--- src/rtl/stream_pkg.sv ---
// Shared definitions for the byte-stream blocks (source, sink, mux).
// Holds the FSM state encoding and the default stream data width.
// No logic; only types and constants.
package stream_pkg;

  // Default width of the byte stream, shared by source, sink and mux.
  localparam int STREAM_DATA_W = 8;

  // Transmitter FSM states.
  typedef enum logic [1:0] {
    ST_IDLE = 2'd0,
    ST_SEND = 2'd1,
    ST_GAP  = 2'd2
  } src_state_e;

endpackage

--- src/rtl/stream_gap_timer.sv ---
// Inter-packet idle-gap down-counter; flags the final cycle of the gap.
// Latency: expired_o is high GAP_CYCLES-1 cycles after the cycle following load_i.
// No backpressure: counts freely once loaded.
//
// Ports:
//   clk, rst_n  - clock, asynchronous active-low reset
//   load_i      - reload the counter with GAP_CYCLES
//   expired_o   - high during the last idle cycle of the gap
module stream_gap_timer #(
  parameter int GAP_CYCLES = 2
) (
  input  logic clk,
  input  logic rst_n,
  input  logic load_i,
  output logic expired_o
);

  localparam int CW = (GAP_CYCLES > 1) ? $clog2(GAP_CYCLES + 1) : 1;

  logic [CW-1:0] cnt_q;

  // Loaded on the edge that ends the last beat, so the first gap cycle
  // sees GAP_CYCLES and the last one sees 1.
  always_ff @(posedge clk or negedge rst_n) begin
    if (!rst_n) begin
      cnt_q <= '0;
    end else if (load_i) begin
      cnt_q <= CW'(GAP_CYCLES);
    end else if (cnt_q != '0) begin
      cnt_q <= cnt_q - CW'(1);
    end
  end

  assign expired_o = (cnt_q == CW'(1));

endmodule

--- src/rtl/stream_source.sv ---
// Packet traffic generator: bursts of pkt_num packets of pkt_len incrementing bytes.
// Latency: first beat presented the cycle after an accepted start; full throughput.
// Backpressure: ready_in low holds the current beat (valid/data/last) indefinitely.
//
// Ports:
//   clk, rst_n                 - clock, asynchronous active-low reset
//   start, pkt_len, pkt_num,   - burst request and its configuration,
//   seed                         sampled only when a start is accepted in IDLE
//   busy, done, pkts_sent      - burst status (done is a one-cycle pulse)
//   valid_out, last_out,       - outgoing byte stream, all registered
//   data_out, ready_in
module stream_source
  import stream_pkg::*;
#(
  parameter int DATA_W     = STREAM_DATA_W,
  parameter int LEN_W      = 8,
  parameter int CNT_W      = 16,
  parameter int GAP_CYCLES = 2
) (
  input  logic              clk,
  input  logic              rst_n,
  input  logic              start,
  input  logic [LEN_W-1:0]  pkt_len,
  input  logic [CNT_W-1:0]  pkt_num,
  input  logic [DATA_W-1:0] seed,
  output logic              busy,
  output logic              done,
  output logic [CNT_W-1:0]  pkts_sent,
  output logic              valid_out,
  output logic              last_out,
  output logic [DATA_W-1:0] data_out,
  input  logic              ready_in
);

  src_state_e        state_q;
  logic [LEN_W-1:0]  len_q;
  logic [CNT_W-1:0]  num_q;
  logic [LEN_W-1:0]  beat_q;   // 1-based index of the beat currently presented
  logic [CNT_W-1:0]  sent_q;
  logic [DATA_W-1:0] data_q;
  logic              valid_q;
  logic              last_q;
  logic              busy_q;
  logic              done_q;

  logic              xfer;
  logic              final_pkt;
  logic              start_ok;
  logic              gap_load;
  logic              gap_expired;

  assign xfer      = valid_q && ready_in;
  // sent_q < num_q always holds while sending, so this is the last packet.
  assign final_pkt = (sent_q == num_q - CNT_W'(1));
  assign start_ok  = start && (pkt_len != '0) && (pkt_num != '0);
  assign gap_load  = (state_q == ST_SEND) && xfer && last_q && !final_pkt;

  stream_gap_timer #(
    .GAP_CYCLES (GAP_CYCLES)
  ) u_gap_timer (
    .clk       (clk),
    .rst_n     (rst_n),
    .load_i    (gap_load),
    .expired_o (gap_expired)
  );

  always_ff @(posedge clk or negedge rst_n) begin
    if (!rst_n) begin
      state_q <= ST_IDLE;
      len_q   <= '0;
      num_q   <= '0;
      beat_q  <= '0;
      sent_q  <= '0;
      data_q  <= '0;
      valid_q <= 1'b0;
      last_q  <= 1'b0;
      busy_q  <= 1'b0;
      done_q  <= 1'b0;
    end else begin
      done_q <= 1'b0;
      case (state_q)
        ST_IDLE: begin
          if (start_ok) begin
            len_q   <= pkt_len;
            num_q   <= pkt_num;
            data_q  <= seed;
            sent_q  <= '0;
            beat_q  <= LEN_W'(1);
            last_q  <= (pkt_len == LEN_W'(1));
            valid_q <= 1'b1;
            busy_q  <= 1'b1;
            state_q <= ST_SEND;
          end
        end

        ST_SEND: begin
          if (xfer) begin
            // Payload runs on across packet boundaries and wraps naturally.
            data_q <= data_q + DATA_W'(1);
            if (!last_q) begin
              beat_q <= beat_q + LEN_W'(1);
              last_q <= ((beat_q + LEN_W'(1)) == len_q);
            end else begin
              if (sent_q != '1) begin
                sent_q <= sent_q + CNT_W'(1);
              end
              beat_q <= LEN_W'(1);
              if (final_pkt) begin
                valid_q <= 1'b0;
                last_q  <= 1'b0;
                busy_q  <= 1'b0;
                done_q  <= 1'b1;
                state_q <= ST_IDLE;
              end else if (GAP_CYCLES == 0) begin
                // Back-to-back: valid stays high, next packet starts now.
                last_q <= (len_q == LEN_W'(1));
              end else begin
                valid_q <= 1'b0;
                last_q  <= 1'b0;
                state_q <= ST_GAP;
              end
            end
          end
        end

        ST_GAP: begin
          if (gap_expired) begin
            valid_q <= 1'b1;
            last_q  <= (len_q == LEN_W'(1));
            state_q <= ST_SEND;
          end
        end

        default: begin
          state_q <= ST_IDLE;
        end
      endcase
    end
  end

  assign busy      = busy_q;
  assign done      = done_q;
  assign pkts_sent = sent_q;
  assign valid_out = valid_q;
  assign last_out  = last_q;
  assign data_out  = data_q;

endmodule

--- config.mk ---
export PLATFORM = sky130hd
export DESIGN_NAME = stream_source
export DESIGN_NICKNAME = d
export VERILOG_FILES = /design/src/rtl/stream_pkg.sv /design/src/rtl/stream_gap_timer.sv /design/src/rtl/stream_source.sv
export SDC_FILE = /design/constraint.sdc
export NUM_CORES = 1
export LEC_CHECK = 0
export ABC_AREA = 1
export BUFFER_PORTS_ARGS = -buffer_cell sky130_fd_sc_hd__buf_2
export CORE_ASPECT_RATIO = 0.8
export CORE_MARGIN = 2
export CORE_UTILIZATION = 45
export CTS_BUF_LIST = sky130_fd_sc_hd__clkbuf_16
export CTS_CLUSTER_DIAMETER = 80
export CTS_CLUSTER_SIZE = 28
export DETAILED_ROUTE_END_ITERATION = 8
export GPL_ROUTABILITY_DRIVEN = 0
export PLACE_DENSITY_LB_ADDON = 0.2
export SLEW_MARGIN = 20
export SYNTH_ARGS = -nofsm -noshare
export SYNTH_HDL_FRONTEND = slang
export SYNTH_SLANG_ARGS = --single-unit
--- constraint.sdc ---
create_clock -name clk -period 1.8 [get_ports clk]
set_clock_uncertainty 0.2 [all_clocks]
set_input_delay 0.09 -clock clk [delete_from_list [all_inputs] [get_ports clk]]
set_output_delay 0.09 -clock clk [all_outputs]
set_load 0.005 [all_outputs]
==> results of run 1 <==
-- critical path: stages (launching register included) --
cell,delay [ns]
dfrtp_2,0.44
nor2_2,0.11
nand2_2,0.13
nor2_4,0.24
nand3_1,0.09
nand2_1,0.08
nand2_1,0.05
nor2_1,0.11
nand3_2,0.14
o21bai_1,0.17
nand2_1,0.07
nand2_1,0.05
nand2_1,0.04
-- layer usage --
layer	routed length [um]	vias up	global-route usage	share of wire
met4	146	0	0.0670	0.012
met5	0	-	0	0
li1	-	2208	-	-
met2	5220	143	0.374	0.44
met3	721	16	0.0437	0.060
met1	5840	2051	0.360	0.49
-- cells in the mapped netlist (3+ instances only) --
master	number
ha_1	6
dfrtp_1	64
nor3_1	7
xor2_1	15
nor2_1	59
a22oi_1	3
o22ai_1	4
nor4_1	3
nand2_1	178
nand3_1	47
nand3b_1	6
o21ai_1	5
nand4_1	14
a21oi_1	4
nor2_4	3
clkbuf_1	8
nor2_2	3
xnor2_1	9
inv_1	70
o21ai_0	48
inv_2	3
buf_2	6
-- cells in the final DEF (no fill, tap or decap), types with 5 or more instances in the layout --
cell / count
nand2_1: 164
buf_4: 66
nor2_4: 5
nand4_1: 14
inv_2: 6
buf_2: 63
o21ai_1: 10
nand3_2: 6
inv_1: 66
xnor2_1: 7
nor3_1: 5
nor2_2: 15
clkbuf_16: 9
nand3_1: 40
dfrtp_1: 55
nor2_1: 45
buf_6: 5
nand3b_1: 6
dfrtp_2: 9
xor2_1: 15
dlygate4sd3_1: 34
o21ai_0: 40
nand2_2: 15
-- logic make-up (layout without fill, tap and decap cells) --
family                   count (synthesis)  in the layout
buffers and inverters                   89            260
XOR/XNOR                                24             24
AO/OA/AOI/OAI                           72             72
AND/OR/NAND/NOR                        329            329
adder cells (fa/ha/maj)                  6              6
flip-flops                              64             64
-- state kept, by name (all words and copies together) (netlist names) --
register           flops
num_q                 16
u_gap_timer.cnt_q      2
beat_q                 8
last_out               1
busy                   1
pkts_sent             16
data_out               8
len_q                  8
valid_out              1
state_q                2
done                   1
-- power groups by stage --
stage	Sequential [W]	Combinational, W	Clock, W
detailed placement	0.00257	0.00364	0
global placement	0.00255	0.00354	0
global route	0.00272	0.00478	0.00179
finish	0.00264	0.00423	0.00172
CTS	0.00259	0.00397	0.00173
floorplan	0.00246	0.00234	0
-- metrics by stage --
step,utilization,TNS [ns]
6_report,0.672,-1.48
5_1_grt,0.672,-3.62
4_1_cts,0.640,-0.679
3_5_place_dp,0.552,-1.16
3_3_place_gp,0.552,-0.767
2_1_floorplan,-,-0.0969
-- timing repair --
item | 4_1_cts | 5_1_grt
hold buffers | 34 | 0
endpoints found under the hold margin | 98 | 0
pin swaps | 16 | 19
gates resized for setup | 22 | 62
setup buffers | 8 | 8
endpoints found under the setup margin | 19 | 57
cloned | 0 | 2
-- layout make-up --
class,instances,area (um2)
Clock inverter,6,61.3
Clock buffer,9,225
Timing Repair Buffer,171,1270
Tap cell,115,144
Multi-Input combinational cell,431,2380
Timing Repair inverter,1,8.76
Fill cell,738,2930
Sequential cell,64,1610
Inverter,73,287
-- final timing paths --
kind,depth (start not counted),endpoint,slack [ns]
worst min register to register,2,num_q[15]$_DFFE_PN0P_,0.31
worst max register to register,12,busy$_DFFE_PN0P_,-0.24
max in group asynchronous,3,num_q[2]$_DFFE_PN0P_,0.75
min in group asynchronous,3,pkts_sent[7]$_DFFE_PN0P_,0.07
worst max-delay path,12,busy$_DFFE_PN0P_,-0.24
worst min-delay path,5,last_out$_DFFE_PN0P_,0.05
==> results.cfg, run 1 <==
[run_status]
status = finished with violations
violations = negative setup slack

[sta]
setup-violations-final = 17
rsz0062_at_grt = yes
min_period_ns = 2.04
hold_ws_ns = 0.0483
period_share = 1.13
slew_violations = 0
hold_violations = 0
setup_ws_ns = -0.240
fmax_mhz = 490
slew_headroom = 0.603
tightestPinTransition_ns = 0.596

[power_and_ir_drop]
p_sw_w = 0.00355
clkPwrFrac = 0.201
power_w = 0.00859
power.density_nw_per_um2 = 1430
combPwrFrac = 0.493
vdd_ir_drop_max_mv = 0.803
p_leak_nw = 3.02
internal_power_w = 0.00504
switching_share = 0.413
power_frac_seq = 0.307

[placed_design]
port_buffers = 63
post_dp_cell_area_um2 = 4930
dp.cells = 804
place_hpwl_um = 8110
preCtsSetupSlack_ns = -0.251

[logic_synthesis]
yosysUniqueCellTypes = 36
synthAdderAreaFrac = 0.0184
syn-num-nets = 626
synth_top_family_by_area = simple AND/OR/NAND/NOR gates
synth_xor_area_frac = 0.0516
syn-instance-count = 584
synth_area_leader_cell = dfrtp_1
async_reset_ff_frac = 1.00
ys_ff_latch = 64
postSynthAreaPerCell_um2 = 6.97
yosysSeqAreaShare = 0.393
muxShareOfSynthArea = 0
ys.flop_type = dfrtp_1
yosys.area_share.simple = 0.350
synth-compound-area-share = 0.100
yosysWarningCount = 0
yosysTopAreaCellShare = 0.393
synth_area_leaders = dfrtp_1 39%, nand2_1 16%, inv_1 6.5%
synth-edff-count = 0
synthesis.area_um2 = 4070

[die]
die-area_um2 = 9830
initial_core_util = 0.456
row_count = 31
dieHeight_um = 89.1
ioPinCount = 64
core_um2 = 8920
die_x_um = 110

[run]
maxCapViolCount = 0

[global_route]
overflow = 0
grtUsageTotal = 0.245
grt_pass1_vias = 3925
antenna_found_initial = 0
grt_max_degree = 52
grt_pass1_wl_um = 18600

[drt]
route.detailed.drc = 0
ant_nets = 0
post_drt_wl_per_cell_um = 13.7
drt_iter0_markers = 350
viasPerCell = 5.08
firstDrtPassIters = 5
routed-via-count = 4418
routed_wl_um = 11900

[final_layout]
nets = 793
final_cells = 870
layout-drive-gt1-share = 0.307
area_growth_pct = 47.1
diodes = 0
stdcell_area_um2 = 5990

[worst_setup_path]
cp-end-kind = register
crit_arrival_ns = 2.06
r2r_start = num_q[2]$_DFFE_PN0P_
startpoint = num_q[2]$_DFFE_PN0P_
worst-setup-path-type = register to register
critPathLaunchType = register
cp.required_ns = 1.82
path_max_fanout = 7

[cts]
clk_latency_ns = 0.33
cts.sinks = 64
clock_path_buffers = 2
h-tree-depth = 3
clk_pin_slew_ns = 0.06
tritoncts = done
root_buffer = clkbuf_16
cts_buffers = 9

[hold_path]
hold_class = primary input to register
min_from = pkt_len[0]
Note: power is estimated with default switching activity, not from simulation.
==> inputs of run 2 (changes only) <==
--- a/config.mk
+++ b/config.mk
@@ -7,10 +7,9 @@
 export LEC_CHECK = 0
 export ABC_AREA = 1
 export BUFFER_PORTS_ARGS = -buffer_cell sky130_fd_sc_hd__buf_2
-export CORE_ASPECT_RATIO = 0.8
 export CORE_MARGIN = 2
 export CORE_UTILIZATION = 45
-export CTS_BUF_LIST = sky130_fd_sc_hd__clkbuf_16
+export CTS_BUF_LIST = sky130_fd_sc_hd__clkbuf_8
 export CTS_CLUSTER_DIAMETER = 80
 export CTS_CLUSTER_SIZE = 28
 export DETAILED_ROUTE_END_ITERATION = 8
==> constraint.sdc (replaced) <==
create_clock -name clk -period 1.8 [get_ports clk]
set_clock_uncertainty 0.2 [all_clocks]
set_input_delay 0.18 -clock clk [delete_from_list [all_inputs] [get_ports clk]]
set_output_delay 0.18 -clock clk [all_outputs]
set_load 0.005 [all_outputs]
==> run 2 against run 1 <==
The flow still finishes with violations (negative setup slack). Final cell count decreased by 0.57%. Critical endpoint unchanged. First-iteration DRC count decreased by 37%. Register-to-register slack lost 0.07 ns. Worst hold slack better by 0.0033 ns. Core utilization shrank 0.45 points. Highest routed layer unchanged. Sequential cell count is the same. Fmax decreased by 3.5%. Die area barely moved.
==> results.cfg, run 2 (same netlist as run 1, synthesis figures left out) <==
[run_status]
status = finished with violations
violations = negative setup slack

[power_and_ir_drop]
power.density_nw_per_um2 = 1380
p_leak_nw = 2.99
vdd_ir_drop_max_mv = 0.694

[sta]
fmax_mhz = 473
finalSetupTns_ns = -1.43
setup_ws_ns = -0.315
slew_violations = 0
min_period_ns = 2.11
setup-violations-final = 6
rsz0062_at_grt = yes
period_share = 1.17
tightestPinTransition_ns = 0.369
slew_headroom = 0.754
hold_violations = 0

[cts]
h-tree-depth = 3
cts_buffers = 9
root_buffer = clkbuf_8
tritoncts = done
clock_path_buffers = 2
cts.sinks = 64
clk_pin_slew_ns = 0.08
clk_latency_ns = 0.36

[global_route]
grtUsageTotal = 0.233
grt_max_degree = 65
overflow = 0
grt_pass1_wl_um = 18500
grt_pass1_vias = 4055
antenna_found_initial = 0

[final_layout]
final_cells = 865
regArea_um2 = 1610
final_common_cell = nand2_1
layout-drive-gt1-share = 0.283
diodes = 0
nets = 794
area_growth_pct = 43.6
multiInputGateArea_um2 = 2330
fillers = 746
final_cell_mix = 173 x nand2_1, 69 x buf_4, 67 x inv_1

[worst_setup_path]
crit_arrival_ns = 2.16
path_cells = inv_2 > ha_4 > inv_2 > nand2_1 > nand2_1 > nor2_1 > nand2_1 > nor2_1 > nand3_1 > nor2_2 > nand3_4 > o21bai_1 > nand2_1 > nand2_1 > nand2_1
worst-path-buf-inv = 2
worst-setup-path-type = register to register
cpMostUsedCell = nand2_1
slowest_stage = dfrtp_1
cp_top_family = simple AND/OR/NAND/NOR gates
cp-end-kind = register
path_max_fanout = 3
max_stage_delay_ns = 0.39
cp.required_ns = 1.85
critPathLaunchType = register

[die]
initial_core_util = 0.465
dieHeight_um = 99.1
die_x_um = 99.1
ioPinCount = 64
row_count = 34
core_um2 = 8760
die-area_um2 = 9820

[drt]
viasPerCell = 5.00
drt_iter0_markers = 220
route.detailed.drc = 0
firstDrtPassIters = 6
routed-via-count = 4326
ant_nets = 0
routed_wl_um = 11400
post_drt_wl_per_cell_um = 13.2

[placed_design]
place_hpwl_um = 7940
port_buffers = 63
dp.cells = 797

[hold_path]
hold_class = primary input to register

[run]
maxCapViolCount = 0
-- run 2: where the power goes --
part           switching, W  internal (W)
combinational       0.00225       0.00200
clock              0.000604      0.000627
sequential         0.000615       0.00196
-- run 2: cell type report --
type / count / share of cell area
clock inverters: 7 / 0.0109
clock buffers: 9 / 0.0212
repair buffers: 173 / 0.223
multi-input cells: 431 / 0.399
inverters: 73 / 0.0477
flip-flops and latches: 64 / 0.275
well taps: 108 / 0.0231
-- run 2: timing repair --
item,in CTS,in global routing
setup buffers,3,13
endpoints found under the hold margin,96,0
gates resized for setup,12,47
endpoints found under the setup margin,21,64
pin swaps,6,7
hold buffers,33,0
gates cloned,0,3
-- run 2: metal layers --
| metal | global-route usage | routed length, um | vias to the layer above |
|---|---|---|---|
| met4 | 0.0843 | 101 | 0 |
| met3 | 0.0436 | 620 | 10 |
| met1 | 0.321 | 5360 | 1990 |
| met2 | 0.369 | 5340 | 113 |
| li1 | - | - | 2213 |
| met5 | 0 | 0 | - |
-- run 2: path summary, 6_finish.rpt --
path                                      start                  endpoint  slack (ns)  depth (start not counted)
setup / recovery           num_q[1]$_DFFE_PN0P_          busy$_DFFE_PN0P_       -0.31                         15
hold / removal                          seed[4]   data_out[4]$_DFFE_PN0P_        0.05                          3
setup reg to reg           num_q[1]$_DFFE_PN0P_          busy$_DFFE_PN0P_       -0.31                         15
hold reg to reg            len_q[3]$_DFFE_PN0P_      len_q[3]$_DFFE_PN0P_        0.32                          2
max in group asynchronous                 rst_n      num_q[2]$_DFFE_PN0P_        0.89                          3
min in group asynchronous                 rst_n  pkts_sent[2]$_DFFE_PN0P_        0.15                          3
-- run 2: tightest hold or removal path, delay by kind of cell --
family,cells,cell delay (ns)
buffers and inverters,1,0.07
AO/OA/AOI/OAI,2,0.30
-- run 2: through the flow --
stage	util	total power, W	instance area, um2	hold slack [ns]	setup WS (ns)
final	0.667	0.00805	5850	0.0516	-0.315
after global routing	0.667	0.00871	5850	0.0507	-0.399
after global placement	0.563	0.00606	4930	0.0230	-0.169
after floorplan	-	0.00480	4100	-0.316	-0.0327
after detailed placement	0.563	0.00619	4930	0.0259	-0.305
after CTS	0.630	0.00759	5520	0.0300	-0.274
==> inputs of run 3 (changes only) <==
--- a/config.mk
+++ b/config.mk
@@ -15,6 +15,8 @@
 export DETAILED_ROUTE_END_ITERATION = 8
 export GPL_ROUTABILITY_DRIVEN = 0
 export PLACE_DENSITY_LB_ADDON = 0.2
+export REMOVE_ABC_BUFFERS = 1
+export SKIP_CTS_REPAIR_TIMING = 1
 export SLEW_MARGIN = 20
 export SYNTH_ARGS = -nofsm -noshare
 export SYNTH_HDL_FRONTEND = slang
==> run 3 against run 2 <==
The run ends with negative hold slack, negative setup slack left. Worst setup slack worse by 0.0043 ns. First-iteration DRC count is 13% higher. Routed wire length is 2.9% higher. Worst hold slack worse by 0.097 ns. Clock-buffer cell count stayed put. Sequential share of layout area is 0.14 points lower. Design area is 0.75% higher. Register-to-register slack hardly changed. Critical path depth stayed put. Combinational power hardly changed. Critical path type unchanged. Critical endpoint unchanged.
==> results.cfg, run 3 (same netlist as run 1, synthesis figures left out) <==
[final_layout]
nets = 792
final_common_cell = nand2_1
regArea_um2 = 1610
layout-drive-gt1-share = 0.313
multiInputGateArea_um2 = 2420
final_cell_mix = 169 x nand2_1, 74 x buf_4, 68 x inv_1
area_growth_pct = 44.7
diodes = 0
fillers = 744

[cts]
root_buffer = clkbuf_8
clk_pin_slew_ns = 0.08
h-tree-depth = 3
tritoncts = done
clock_path_buffers = 2
clk_latency_ns = 0.36
cts.sinks = 64
cts_buffers = 9

[worst_setup_path]
worst-setup-path-type = register to register
path_max_fanout = 3
cp-end-kind = register
cp.required_ns = 1.83
crit_arrival_ns = 2.15
critPathLaunchType = register

[die]
core_um2 = 8760
row_count = 34
die-area_um2 = 9820
dieHeight_um = 99.1
ioPinCount = 64
die_x_um = 99.1
initial_core_util = 0.465

[global_route]
grtUsageTotal = 0.232
antenna_found_initial = 0
grt_max_degree = 51
grt_pass1_vias = 4028
grt_pass1_wl_um = 18400
overflow = 0

[power_and_ir_drop]
power_w = 0.00805
vdd_ir_drop_max_mv = 0.640
power.density_nw_per_um2 = 1370
p_leak_nw = 3.04

[hold_path]
hold_class = primary input to register

[placed_design]
place_hpwl_um = 8160
port_buffers = 63
preCtsSetupSlack_ns = -0.341

[sta]
setup_ws_ns = -0.319
rsz0062_at_grt = yes
tightestPinTransition_ns = 0.402
fmax_mhz = 472
period_share = 1.18
slew_headroom = 0.732
hold_ws_ns = -0.0458
hold_violations = 6
setup-violations-final = 13
min_period_ns = 2.12
slew_violations = 0

[drt]
routed-via-count = 4409
firstDrtPassIters = 5
routed_wl_um = 11800
viasPerCell = 5.11
drt_iter0_markers = 248
route.detailed.drc = 0
ant_nets = 0
post_drt_wl_per_cell_um = 13.6

[run_status]
violations = negative hold slack, negative setup slack
status = finished with violations

[run]
maxCapViolCount = 0
## run 3: worst max-delay path: stages, from the launching register on
cell and delay [ns]:
dfrtp_1 0.36, inv_1 0.08, ha_4 0.27, inv_2 0.03, nand2_2 0.05, nand2_2 0.05
nor2_2 0.10, nand2_1 0.07, nor2_1 0.10, nand3_1 0.08, nor2_1 0.15, nand3_2 0.14
o21bai_1 0.16, nand2_1 0.07, nand2_1 0.05, nand2_1 0.04
## run 3: where the power goes
group          switching, W  internal (W)  total [W]  leakage, nW
Clock              0.000612      0.000630    0.00124        0.106
Combinational       0.00225       0.00199    0.00424         2.13
Sequential         0.000606       0.00196    0.00257        0.807
Total               0.00347       0.00458    0.00805         3.04
## run 3: worst paths after layout
| kind | startpoint | end | slack, ns | depth (start not counted) |
|---|---|---|---|---|
| max | num_q[0]$_DFFE_PN0P_ | busy$_DFFE_PN0P_ | -0.32 | 15 |
| min | seed[2] | data_out[2]$_DFFE_PN0P_ | -0.05 | 3 |
| max reg2reg | num_q[0]$_DFFE_PN0P_ | busy$_DFFE_PN0P_ | -0.32 | 15 |
| min reg2reg | busy$_DFFE_PN0P_ | busy$_DFFE_PN0P_ | 0.28 | 2 |
| max in group asynchronous | rst_n | pkts_sent[3]$_DFFE_PN0P_ | 0.69 | 3 |
| min in group asynchronous | rst_n | num_q[6]$_DFFE_PN0P_ | 0.08 | 2 |
## run 3: per-layer routing
layer	track usage	up-vias	part of all wire
met5	0	-	0
met4	0.0969	0	0.015
met3	0.0330	17	0.049
met2	0.365	126	0.48
met1	0.323	2056	0.45
li1	-	2210	-
## run 3: cell type report
class	instances	share of cell area
clock inverters	7	0.0110
multi-input cells	431	0.411
inverters	73	0.0487
clock buffers	9	0.0210
flip-flops and latches	64	0.274
repair buffers	171	0.212
well taps	108	0.0229
## run 3: metrics by stage
step	cells	area [um2]	util	TNS, ns
2_1_floorplan	568	4000	-	-17.04
3_3_place_gp	813	5040	0.575	-2.86
3_5_place_dp	813	5040	0.575	-3.83
4_1_cts	829	5230	0.597	-2.71
5_1_grt	863	5890	0.672	-3.35
6_report	863	5890	0.672	-1.65
